File: config.mk
export PLATFORM = sky130hd
export DESIGN_NAME = tone_sequencer
export DESIGN_NICKNAME = d
export VERILOG_FILES = /design/src/rtl/tone_sequencer.sv
export SDC_FILE = /design/constraint.sdc
export NUM_CORES = 1
export LEC_CHECK = 0
export CAP_MARGIN = 10
export CORE_ASPECT_RATIO = 2
export CORE_MARGIN = 2
export CORE_UTILIZATION = 65
export CTS_CLUSTER_DIAMETER = 30
export DETAILED_ROUTE_END_ITERATION = 6
export PLACE_DENSITY = 0.86
export SLEW_MARGIN = 0
export SYNTH_ARGS = -nofsm -noshare
export SYNTH_HDL_FRONTEND = slang
export SYNTH_SLANG_ARGS = --single-unit
File: constraint.sdc
create_clock -name clk -period 9.4 [get_ports clk]
set_clock_uncertainty 0.15 [all_clocks]
set_input_delay 1.88 -clock clk [delete_from_list [all_inputs] [get_ports clk]]
set_output_delay 1.88 -clock clk [all_outputs]
set_load 0.01 [all_outputs]
File: src/rtl/tone_sequencer.sv
// Step-sequenced tone generator: 16-step note pattern, phase accumulator, selectable
// waveform and attack/decay envelope, producing an offset-binary sample per sample tick.
module tone_sequencer #(
  parameter int unsigned    SAMPLE_DIV   = 1024,
  parameter int unsigned    STEP_SAMPLES = 4096,
  parameter int unsigned    DECAY_DIV    = 16,
  parameter logic [127:0]   PATTERN      = 128'h0
) (
  input  logic        clk,
  input  logic        rst_n,
  input  logic        run,
  input  logic [1:0]  wave_sel,
  output logic [15:0] sample_out,
  output logic        sample_strobe,
  output logic [3:0]  step_index,
  output logic        note_active
);

  localparam int unsigned TW = $clog2(SAMPLE_DIV);
  localparam int unsigned SW = $clog2(STEP_SAMPLES);
  localparam int unsigned DW = (DECAY_DIV > 1) ? $clog2(DECAY_DIV) : 1;
  localparam logic [TW-1:0] TICK_MAX = TW'(SAMPLE_DIV - 1);
  localparam logic [SW-1:0] STEP_MAX = SW'(STEP_SAMPLES - 1);
  localparam logic [DW-1:0] DEC_MAX  = DW'(DECAY_DIV - 1);

  typedef enum logic [1:0] {IDLE, ATTACK, DECAY, REST} state_e;

  state_e        state_q, state_d;
  logic [TW-1:0] tick_cnt_q, tick_cnt_d;
  logic [SW-1:0] step_cnt_q, step_cnt_d;
  logic [DW-1:0] dec_cnt_q, dec_cnt_d;
  logic [15:0]   phase_q, phase_d;
  logic [7:0]    env_q, env_d;
  logic [1:0]    wave_q, wave_d;
  logic [3:0]    step_q, step_d;
  logic [15:0]   sample_q, sample_d;
  logic          strobe_q, strobe_d;

  logic          tick, step_end;
  logic [3:0]    step_nxt;
  logic [7:0]    code_cur, code_nxt;
  logic [15:0]   inc;
  logic [8:0]    env_sum;
  logic [7:0]    env_att;
  logic [7:0]    tri_t, w;
  logic [15:0]   prod;

  always_ff @(posedge clk or negedge rst_n) begin
    if (!rst_n) begin
      state_q <= IDLE;
    end else begin
      state_q <= state_d;
    end
  end

  always_ff @(posedge clk or negedge rst_n) begin
    if (!rst_n) begin
      tick_cnt_q <= '0;
      step_cnt_q <= '0;
      dec_cnt_q  <= '0;
      phase_q    <= '0;
      env_q      <= '0;
      wave_q     <= '0;
      step_q     <= '0;
      sample_q   <= 16'h8000;
      strobe_q   <= 1'b0;
    end else begin
      tick_cnt_q <= tick_cnt_d;
      step_cnt_q <= step_cnt_d;
      dec_cnt_q  <= dec_cnt_d;
      phase_q    <= phase_d;
      env_q      <= env_d;
      wave_q     <= wave_d;
      step_q     <= step_d;
      sample_q   <= sample_d;
      strobe_q   <= strobe_d;
    end
  end

  always_comb begin
    step_nxt = step_q + 4'd1;
    code_cur = PATTERN[{step_q, 3'b000} +: 8];
    code_nxt = PATTERN[{step_nxt, 3'b000} +: 8];
    inc      = {4'b0000, code_cur, 4'b0000};
    tick     = run && (state_q != IDLE) && (tick_cnt_q == TICK_MAX);
    step_end = tick && (step_cnt_q == STEP_MAX);
    env_sum  = {1'b0, env_q} + 9'd16;
    env_att  = env_sum[8] ? 8'hFF : env_sum[7:0];
    tri_t    = phase_q[15] ? ~phase_q[14:7] : phase_q[14:7];
    unique case (wave_q)
      2'd1:    w = phase_q[15:8] ^ 8'h80;
      2'd2:    w = tri_t ^ 8'h80;
      default: w = phase_q[15] ? 8'h80 : 8'h7F;
    endcase
    // Low 16 bits of an unsigned product of sign-extended operands equal the signed product.
    prod = {{8{w[7]}}, w} * {8'h00, env_q};
  end

  always_comb begin
    state_d = state_q;
    unique case (state_q)
      IDLE: begin
        if (run) state_d = (PATTERN[7:0] == 8'h00) ? REST : ATTACK;
      end
      ATTACK, DECAY, REST: begin
        if (!run) begin
          state_d = IDLE;
        end else if (step_end) begin
          state_d = (code_nxt == 8'h00) ? REST : ATTACK;
        end else if (tick && state_q == ATTACK && env_att == 8'hFF) begin
          state_d = DECAY;
        end
      end
    endcase
  end

  always_comb begin
    tick_cnt_d = tick_cnt_q;
    step_cnt_d = step_cnt_q;
    dec_cnt_d  = dec_cnt_q;
    phase_d    = phase_q;
    env_d      = env_q;
    wave_d     = wave_q;
    step_d     = step_q;
    sample_d   = sample_q;
    strobe_d   = 1'b0;
    if (state_q == IDLE || !run) begin
      tick_cnt_d = '0;
      step_cnt_d = '0;
      dec_cnt_d  = '0;
      phase_d    = '0;
      env_d      = '0;
      step_d     = '0;
      sample_d   = 16'h8000;
      if (run) wave_d = wave_sel;
    end else begin
      tick_cnt_d = (tick_cnt_q == TICK_MAX) ? '0 : tick_cnt_q + TW'(1);
      if (tick) begin
        sample_d = prod ^ 16'h8000;
        strobe_d = 1'b1;
        if (step_end) begin
          step_d     = step_nxt;
          step_cnt_d = '0;
          dec_cnt_d  = '0;
          phase_d    = '0;
          env_d      = '0;
          wave_d     = wave_sel;
        end else begin
          step_cnt_d = step_cnt_q + SW'(1);
          unique case (state_q)
            ATTACK: begin
              phase_d = phase_q + inc;
              env_d   = env_att;
            end
            DECAY: begin
              phase_d = phase_q + inc;
              if (dec_cnt_q == DEC_MAX) begin
                dec_cnt_d = '0;
                env_d     = (env_q == 8'h00) ? 8'h00 : env_q - 8'd1;
              end else begin
                dec_cnt_d = dec_cnt_q + DW'(1);
              end
            end
            default: env_d = '0;
          endcase
        end
      end
    end
  end

  always_comb begin
    sample_out    = sample_q;
    sample_strobe = strobe_q;
    step_index    = step_q;
    note_active   = (state_q == ATTACK) || (state_q == DECAY);
  end

endmodule

# Yosys cells after proc, flatten, opt, wreduce, memory -nomap -nowiden
# Cells that the tools add are included.
# word_totals
inputBits	5
out_inout_bits	22
wordCells	102
register_bits	75
# op_classes
n_reduce_logical	24
n_bitwise	4
multipliers	1
add_sub_neg	7
shifts	2
n_mux	41
eq_ne	13
# ops
cell	count
variable part select 128 x 8 -> 8 bit, first input constant	2
two-way mux 16 bit	6
two-way mux 8 bit	8
two-way mux 12 bit	3
two-way mux 4 bit	8
one-hot mux 8 bit (2 select lines)	2
two-way mux 10 bit	2
two-way mux 2 bit	9
adder 16 x 12 -> 16 bit	1
zero test 8 bit	2
multiplier 8 x 9 -> 16 bit	1
adder 12 x 1 -> 12 bit, second input constant	1
equality test 12 bit, second input constant	1
adder 10 x 1 -> 10 bit, second input constant	1
equality test 10 bit, second input constant	1
AND reduction 2 bit	5
adder 8 x 5 -> 9 bit, second input constant	1
adder 4 x 1 -> 4 bit, second input constant	2
equality test 8 bit, second input constant	1
inequality test 4 bit, second input constant	2
NOT 8 bit	1
subtractor 8 x 1 -> 8 bit, second input constant	1
equality test 2 bit, second input constant	3
nonzero test 2 bit	3
other kinds (14)	25

# Logic depth before layout (Yosys ltp)
# Gate-level depths: netlist of the first run.
# depth
ltp_word	9
ltp_mapped	22
ltp_nobuf	21

# Least setup slack after synthesis of the first run
# OpenSTA, ideal clock, no wires.
# synth_path
path_type	register to register
from	register wave_q[1]
to	register sample_q[14], in the netlist sample_out[14]
setup_time_ns	0.133
t_arrival_ns	4.750
stages_incl_launch_ff	18
path_slack_ns	4.366
synth_period_minus_slack_ns	5.034
t_required_ns	9.117
path_cell_list	dfrtp_1 ha_1 clkbuf_1 nand2_1 fa_1 inv_1 fa_1 fa_1 inv_1 fa_1 inv_1 ha_1 o21a_1 a2111oi_0 or3_1 o21ai_1 xnor2_1 o21ai_0
# synth_between
elab_chain_cells	5
word_cells_on_any_way	6
classes_between	mul: 1; eq/ne: 2; mux: 3
# synth_rtl
item	line_no	text
from (decl)	34	logic [1:0] wave_q, wave_d;
from (signal assigned)	73	wave_q <= wave_d;
equality test 2 bit or equality test 2 x 1 -> 1 bit (tied branches)	90	unique case (wave_q)
one-hot mux 8 bit (2 select lines) *	90	
multiplier 8 x 9 -> 16 bit *	96	prod = {{8{w[7]}}, w} * {8'h00, env_q};
two-way mux 16 bit *	138	if (tick) begin
two-way mux 16 bit *	127	if (state_q == IDLE || !run) begin
to (signal assigned)	75	sample_q <= sample_d;
to (decl)	36	logic [15:0] sample_q, sample_d;
# Mark *: on every way between the ends. The rest lies on a longest branch, timed or not. The select of a mux whose other input is x is not followed.
# A chain may end at the register's enable or synchronous reset.

# Final worst setup path of the first run
# Ends and elaborated chain as after synthesis.

==> flow_metrics.tcl, run 1 <==
set metrics [dict create \
    status "finished, final reports clean" \
    max_stage_delay_ns 0.57 \
    cp_max_fo 13 \
    fmax_mhz 179 \
    antenna_found_initial 0 \
    ys_seq_area_share_pct 30.7 \
    cts_tree "done" \
    num_rows 44 \
    yosys_warnings 0 \
    wl_per_cell_um 16.4 \
    synth_largest_area_cell "dfrtp_1" \
    antenna_left 0 \
    avgSynthCellArea_um2 9.36 \
    p_per_area_nw_per_um2 205 \
    min_period_ns 5.59 \
    netlist.area_leader.share_pct 30.2 \
    worst_skew_pair.late_latency_ns 0.33 \
    slew_violations 0 \
    syn-cell-area_um2 4810 \
    h-tree-depth 3 \
    end_kind "register" \
    grt_pass1_vias 3867 \
    worstPathRequired_ns 9.44 \
    rsz0062_at_grt "no" \
    pre_cts_slack_ns 3.82 \
    drv_cap 0 \
    synth_fp_nets 606 \
    initial_core_util_pct 66.7 \
    synth_cell_types 57 \
    n_antenna_cell 0 \
    hp-class "reg2reg" \
    portBuffers 26 \
    hold_path_depth 2 \
    multi_input_area_um2 2940 \
    r2r_setup_slack_ns 3.81 \
    totalWireLength_um 10400 \
    setup_violations 0 \
    path_cells "ha_1 > inv_1 > nor2_1 > inv_1 > fa_1 > inv_1 > fa_1 > fa_1 > inv_1 > fa_1 > inv_1 > ha_1 > o21a_1 > a2111oi_0 > or3_1 > o21ai_1 > xnor2_1 > o21ai_0" \
    layout_commonest_cell "inv_1" \
    max_slew_margin_pct 48.7 \
    fin_tns_setup_ns 0 \
    critPathArrivalTime_ns 5.63 \
    leakagePower_nw 2.69 \
    synth-edff-count 0 \
    grt_use_total_pct 28.5 \
    cts_made_buffers 9 \
    timing.final.crit_share_pct 59.5 \
    synth_top_flop_cell "dfrtp_1" \
    synth_top_cells_by_area "dfrtp_1 (30%), fa_1 (15%), ha_1 (13%), inv_1 (6.7%), nand2_1 (3.8%)" \
    vias 3654 \
    grt.overflow.total 0 \
    cts_buffer_depth 2 \
    postCtsHoldBufs 0 \
    path_common_cell "inv_1" \
    fillerInstances 487 \
    ys_ff_latch 59 \
    cp-start-kind "register" \
    clkSinkCount 59 \
    synthToLayoutAreaGrowth_pct 12.2 \
    cts_root_buf "clkbuf_16" \
    drt_first_pass_iters 4 \
    viasPerCell 5.74 \
    fp.dieH_um 126 \
    path_clk_slew_ns 0.05 \
    gp_congestion 0.902 \
    grt_pass1_wl_um 17800 \
    ctsResizeCount 0 \
    pin_count 27 \
    critPathKind "reg2reg" \
    r2r_cells 18 \
    die_area_um2 8150 \
    dieWidth_um 64.9 \
    grt_max_degree 60 \
    post-cts-setup-buffers 0 \
    slowest_stage "fa_1" \
    final_layout_size_suffix_gt1_share_pct 6.42 \
    setup_slack_ns 3.81 \
    drt_iter0_drc 257 \
    post-dp-hpwl_um 8030 \
    final_cell_mix "inv_1 (86), dfrtp_1 (58), ha_1 (50), nand2_1 (49), nor2_1 (40)" \
    drc 0 \
    vdd_drop_max_v 0.000146 \
    seq_area_um2 1480 \
    layout.nets 632 \
    core_um2 7210 \
    finalHoldViolations 0 \
    ys_async_sr_fraction_pct 100 \
    netlist_instances 514 \
    tightest_slew_ns 0.770 \
]
-- per-stage QoR --
step                      power (mW)  std cells  util (%)  hold WS [ns]  cell area [um^2]
after floorplan                0.683        514         -         0.324              4810
after global placement         0.785        621      71.2         0.311              5130
after detailed placement       0.817        621      71.2         0.319              5130
after CTS                       1.12        637      74.9         0.331              5400
after global routing            1.21        637      74.9         0.359              5400
final                           1.11        637      74.9         0.329              5400
-- path summary, 6_finish.rpt --
check,from,to
worst max-delay path,wave_q[1],sample_out[14]
worst min-delay path,sample_out[6],sample_out[6]
worst min register to register,sample_out[6],sample_out[6]
worst max register to register,wave_q[1],sample_out[14]
min in group asynchronous,rst_n,step_cnt_q[8]
max in group asynchronous,rst_n,env_q[6]
-- power by group --
part	total [mW]	switching, mW	internal (mW)
logic	0.536	0.327	0.208
clock network	0.294	0.117	0.177
registers	0.278	0.0109	0.267
-- per-layer routing --
metal	vias up	GRT usage, %	part of all wire (%)
met5	-	0	0
met4	0	11.6	3.1
met3	23	5.54	3.1
met2	72	53.9	59
met1	1827	29.4	35
li1	1732	-	-
-- logic make-up (layout without fill, tap and decap cells) --
logic type	count (synthesis)	after routing	synth area share, %
AND/OR/NAND/NOR	150	150	15.3
buffers and inverters	100	131	8.29
adder cells (fa/ha/maj)	88	88	28.6
AO/OA/AOI/OAI	81	81	10.5
flip-flops	59	59	30.7
XOR/XNOR	34	34	6.19
multiplexers	2	2	0.468
-- cell usage after synthesis, types with 2 or more instances --
cell type	number
inv_1	86
dfrtp_1	58
ha_1	50
nand2_1	49
nor2_1	40
fa_1	37
o21ai_0	32
a21oi_1	20
xor2_1	20
nand3_1	16
xnor2_1	14
nand4_1	9
and3_1	6
clkbuf_1	6
a22o_1	5
buf_2	4
nor3_1	4
o21a_1	4
or3_1	4
nor2b_1	3
o21ai_1	3
a21o_1	2
a31oi_1	2
and4_1	2
buf_6	2
mux2_2	2
nand2b_1	2
nor4_1	2
o21bai_1	2
-- sequential cells by signal, indices dropped and copies added (netlist names), 2 cells and up --
| name | count |
|---|---|
| step_cnt_q | 12 |
| step_index | 4 |
| sample_out | 16 |
| state_q | 2 |
| tick_cnt_q | 10 |
| wave_q | 2 |
| dec_cnt_q | 4 |
| env_q | 8 |
-- final cells by class --
class / instances / area share (%)
flip-flops and latches: 59 / 27.4
clock inverters: 7 / 0.834
inverters: 87 / 6.04
well taps: 92 / 2.13
multi-input cells: 355 / 54.5
repair buffers: 28 / 5.00
clock buffers: 9 / 4.17
-- worst max-delay path: cells and delay by family (launching register included) --
kind | cells | cell delay (ns)
compound gates | 4 | 0.50
buf+inv | 5 | 0.58
flops | 1 | 0.39
fa+ha+maj | 6 | 2.96
simple gates | 2 | 0.73
xor+xnor | 1 | 0.13
No activity file was read; power rests on OpenSTA's default activity.
==> run 2: changes to the inputs <==
CORE_UTILIZATION = 55   (was 65)
PLACE_DENSITY = 0.77   (was 0.86)
clock period = 4.5 ns   (was 9.4 ns; I/O delays follow)
==> run 2 against run 1 <==
The run now ends with negative setup slack left. Register-to-register slack got worse by 4.2 ns. Largest power group unchanged. Routed wire length up 11%. First-iteration DRC count down 7.4%. Fmax grew 13%.
==> flow_metrics.tcl, run 2 (same netlist as run 1, synthesis figures left out) <==
set metrics [dict create \
    clkSinkCount 59 \
    busiest_layer "met2" \
    core_um2 8590 \
    post-dp-hpwl_um 8250 \
    cts_root_buf "clkbuf_16" \
    min_period_ns 4.93 \
    status "finished with violations" \
    r2r-end "sample_out[14]" \
    antenna_found_initial 0 \
    layout.nets 688 \
    vias 3944 \
    grtUsageMet2_pct 48.7 \
    leakagePower_nw 3.02 \
    setup_slack_ns -0.433 \
    hp-class "reg2reg" \
    fp.dieH_um 136 \
    synthToLayoutAreaGrowth_pct 26.3 \
    layout_commonest_cell "inv_1" \
    grt.met3_usage_pct 4.23 \
    worstPathRequired_ns 4.57 \
    vdd_drop_max_v 0.000544 \
    grt_pass1_vias 4237 \
    place_area_um2 5620 \
    timing.final.crit_share_pct 110 \
    drt_first_pass_iters 5 \
    portBuffers 26 \
    cts_buffer_depth 2 \
    initial_core_util_pct 56.0 \
    grt_max_degree 42 \
    pre_cts_slack_ns -0.400 \
    end_kind "register" \
    path_clk_slew_ns 0.06 \
    critPathArrivalTime_ns 5.01 \
    met1_usage_pct 26.5 \
    largest_reg_flops 16 \
    gp_congestion 0.930 \
    utilization_pct 70.8 \
    antenna_left 0 \
    grt_pass1_wl_um 19400 \
    cts_tree "done" \
    fmax_mhz 203 \
    final_layout_size_suffix_gt1_share_pct 22.5 \
    final_cell_mix "inv_1 (71), dfrtp_1 (58), buf_4 (57), ha_1 (44), nand2_1 (42)" \
    cp-endpoint "sample_out[14]" \
    dieWidth_um 70.2 \
    cp_max_fo 5 \
    r2r_start "wave_q[1]" \
    max_slew_margin_pct 55.4 \
    grt_use_total_pct 26.2 \
    wl_per_cell_um 16.4 \
    crit_start "wave_q[1]" \
    grt.overflow.total 0 \
    hold_ws_ns 0.335 \
    final_area_um2 6080 \
    num_rows 48 \
    viasPerCell 5.63 \
    worst_skew_pair.late_latency_ns 0.34 \
    h-tree-depth 3 \
    r2r_cells 18 \
    postCtsHoldBufs 0 \
    slew_violations 0 \
    cts_made_buffers 9 \
    die_area_um2 9560 \
    pin_count 27 \
    finalPower_mw 2.92 \
    drv_cap 0 \
    n_antenna_cell 0 \
    drc 0 \
    totalWireLength_um 11500 \
    drt_iter0_drc 238 \
    rsz0062_at_grt "yes" \
    finalHoldViolations 0 \
    tightest_slew_ns 0.667 \
    violations "negative setup slack" \
    cp-start-kind "register" \
    setup_violations 6 \
    p_per_area_nw_per_um2 481 \
    r2r_setup_slack_ns -0.43 \
    critPathKind "reg2reg" \
]
[run 2: cell types whose count changed in the layout (fill, tap and decap cells not counted), sizes merged]
| cell | delta |
|---|---|
| clkinvlp | +1 |
| buf | +56 |
| bufinv | +2 |
| clkbuf | +2 |
| clkinv | -4 |
| inv | -1 |
[run 2: repair_timing]
| item | 4_1_cts | 5_1_grt |
|---|---|---|
| hold endpoints to repair | 0 | 0 |
| pin swaps | 3 | 18 |
| buffers inserted | 6 | 7 |
| endpoints found under the setup margin | 5 | 8 |
| cloned | 0 | 0 |
| resized for setup | 6 | 12 |
[run 2: layout make-up]
class                           instances  area (um^2)
Multi-Input combinational cell        355         3140
Fill cell                             611         2510
Sequential cell                        59         1480
Timing Repair Buffer                   84          694
Inverter                               87          335
Clock buffer                           11          233
Tap cell                              100          125
Clock inverter                          5         77.6
[run 2: worst min-delay path by stage]
stage	start	to	slack, ns	cells past startpoint
after CTS	sample_out[3]	sample_out[3]	0.34	2
after global routing	sample_out[10]	sample_out[10]	0.37	2
after detailed placement	sample_out[3]	sample_out[3]	0.33	2
after global placement	sample_out[3]	sample_out[3]	0.32	2
after floorplan	tick_cnt_q[0]	tick_cnt_q[0]	0.32	1
final	sample_out[6]	sample_out[6]	0.33	2
[run 2: power breakdown]
| group | switching, mW | total [mW] | leakage [nW] | internal (mW) |
|---|---|---|---|---|
| clock network | 0.253 | 0.736 | 0.150 | 0.483 |
| logic | 0.878 | 1.60 | 2.06 | 0.727 |
| registers | 0.0247 | 0.582 | 0.812 | 0.558 |
| total | 1.16 | 2.92 | 3.02 | 1.77 |
[run 2: worst max-delay path: stages, from the launching register on]
cell	delay, ns
dfrtp_1	0.40
ha_4	0.33
buf_4	0.18
nand2_8	0.08
inv_1	0.12
buf_4	0.13
fa_1	0.44
fa_1	0.54
fa_1	0.54
inv_2	0.04
fa_1	0.55
inv_2	0.05
ha_4	0.26
o21a_1	0.15
a2111oi_2	0.07
or3_4	0.41
o21ai_2	0.16
xnor2_1	0.13
o21ai_1	0.07
[run 2: metrics by stage]
stage	instances	setup TNS [ns]
floorplan	514	-0.121
global placement	672	-0.946
finish	701	-2.07
global route	701	-3.27
detailed placement	672	-1.37
CTS	694	-1.58
[run 2: metal layers]
| metal | wire [um] | vias to the layer above |
|---|---|---|
| li1 | - | 1839 |
| met1 | 4010 | 1923 |
| met2 | 6480 | 140 |
| met3 | 427 | 42 |
| met4 | 600 | 0 |
| met5 | 0 | - |
==> edit: new RTL, settings of run 2 <==
The parameter `SAMPLE_DIV` goes from 1024 to 512.
--- a/src/rtl/tone_sequencer.sv
+++ b/src/rtl/tone_sequencer.sv
@@ -3,3 +3,3 @@
 module tone_sequencer #(
-  parameter int unsigned    SAMPLE_DIV   = 1024,
+  parameter int unsigned    SAMPLE_DIV   = 512,
   parameter int unsigned    STEP_SAMPLES = 4096,
Formal check against the unedited RTL: no difference found for any inputs over 10 cycles, from zero or initial values and one cycle with rst_n low; that may be too few to reach the edited logic, so the function may still have changed.
==> edit against run 2 <==
  * The run still ends with negative setup slack left
  * Setup slack better by 0.23 ns
  * Area after synthesis up 4.0%
  * Power up 1.5%
  * Hold slack worse by 0.012 ns
  * Wire length up 13%
  * Via count up 6.7%
  * Sequential cell count down 1
  * Design area up 5.0%
  * Critical endpoint is now sample_out[13]$_DFFE_PN0P_
  * Highest routed layer unchanged
==> edit: results (changes against run 2) <==
first-pass GRT wire length=20800 microns (was 19400 microns); crit path DAT=4.78 ns (was 5.01 ns); post-CTS sizing=19 (was 6); worst setup margin=-0.202 ns (was -0.433 ns); Multi-In Gates=381 (was 355); GRT Overall Usage=26.9% (was 26.2%); synth unique cells=61 (was 57); placed cells=703 (was 672); Seq/Total Area, Yosys=29.0% (was 30.7%); grt met1 use=25.9% (was 26.5%); failing checks=negative setup slack (unchanged); Clock buf/inv share=4.69% (was 5.10%); first-pass iteration count of the detailed router=4 (was 5); VDD IR max=384 uV (was 544 uV); commonest cells in the netlist=91 x inv_1, 57 x dfrtp_1, 51 x ha_1 (was 86 x inv_1, 58 x dfrtp_1, 50 x ha_1); metal3 WL=338 microns (was 427 microns); Setup TNS=-0.743 ns (was -2.07 ns); Slew HR=38.6% (was 55.4%); synthesized net count=641 (was 606); met2 wire length=7670 microns (was 6480 microns); layout cells sized above 1=21.5% (was 22.5%); status=finished with violations (unchanged); fin nets=716 (was 688); dpl cell area=5810 sq um (was 5620 sq um); Synth Area in XOR/XNOR=4.37% (was 6.19%); post-route insts no fill=730 (was 701); via count=4210 (was 3944); GP Congestion=0.909 (was 0.930); M3 GR Usage=3.85% (was 4.23%); Inverters=91 (was 87); Die W=71.5 microns (was 70.2 microns); Starting DRT DRC Count=225 (was 238); fill cell count=668 (was 611); final setup violation count=8 (was 6); peak fanout along the critical path=7 (was 5)
==> edit: cell types whose count changed after synthesis, moves of 5 or more <==
cell,run 2,this run
clkbuf_1,6,14
inv_1,86,91
o21ai_0,32,38
xor2_1,20,15
mux2i_1,0,9
==> edit: stage by stage <==
stage	total power [mW]	utilization [%]	setup slack (ns)
3_5_place_dp	2.11	64.9	-0.198
4_1_cts	2.87	69.2	-0.133
2_1_floorplan	1.59	-	0.000270
5_1_grt	3.18	71.3	-0.379
3_3_place_gp	2.05	64.9	-0.0990
6_report	2.97	71.3	-0.202
==> edit: final timing paths <==
kind	startpoint	endpoint	slack, ns	cells past startpoint
worst max-delay path	wave_q[1]$_DFFE_PN0P_	sample_out[13]$_DFFE_PN0P_	-0.20	16
worst min register to register	tick_cnt_q[0]$_DFF_PN0_	tick_cnt_q[0]$_DFF_PN0_	0.32	1
worst min-delay path	tick_cnt_q[0]$_DFF_PN0_	tick_cnt_q[0]$_DFF_PN0_	0.32	1
max in group asynchronous	rst_n	sample_out[1]$_DFFE_PN0P_	2.88	2
worst max register to register	wave_q[1]$_DFFE_PN0P_	sample_out[13]$_DFFE_PN0P_	-0.20	16
min in group asynchronous	rst_n	state_q[0]$_DFFE_PN0P_	0.46	1
==> edit: worst max-delay path, cell delays in order, from the launching register on <==
cell and delay [ns]:
dfrtp_1 0.41, ha_4 0.38, and2_4 0.19, inv_4 0.05, fa_1 0.54, inv_1 0.05, fa_1 0.47, fa_1 0.54
inv_2 0.04, fa_1 0.51, inv_2 0.05, ha_4 0.25, nand3_2 0.06, and3_4 0.21, a21boi_2 0.06, or3_1 0.38
a32o_1 0.25
==> edit: power breakdown <==
part	switching (mW)	internal (mW)
Sequential	0.0233	0.548
Clock	0.229	0.457
Combinational	0.938	0.769
Total	1.19	1.77
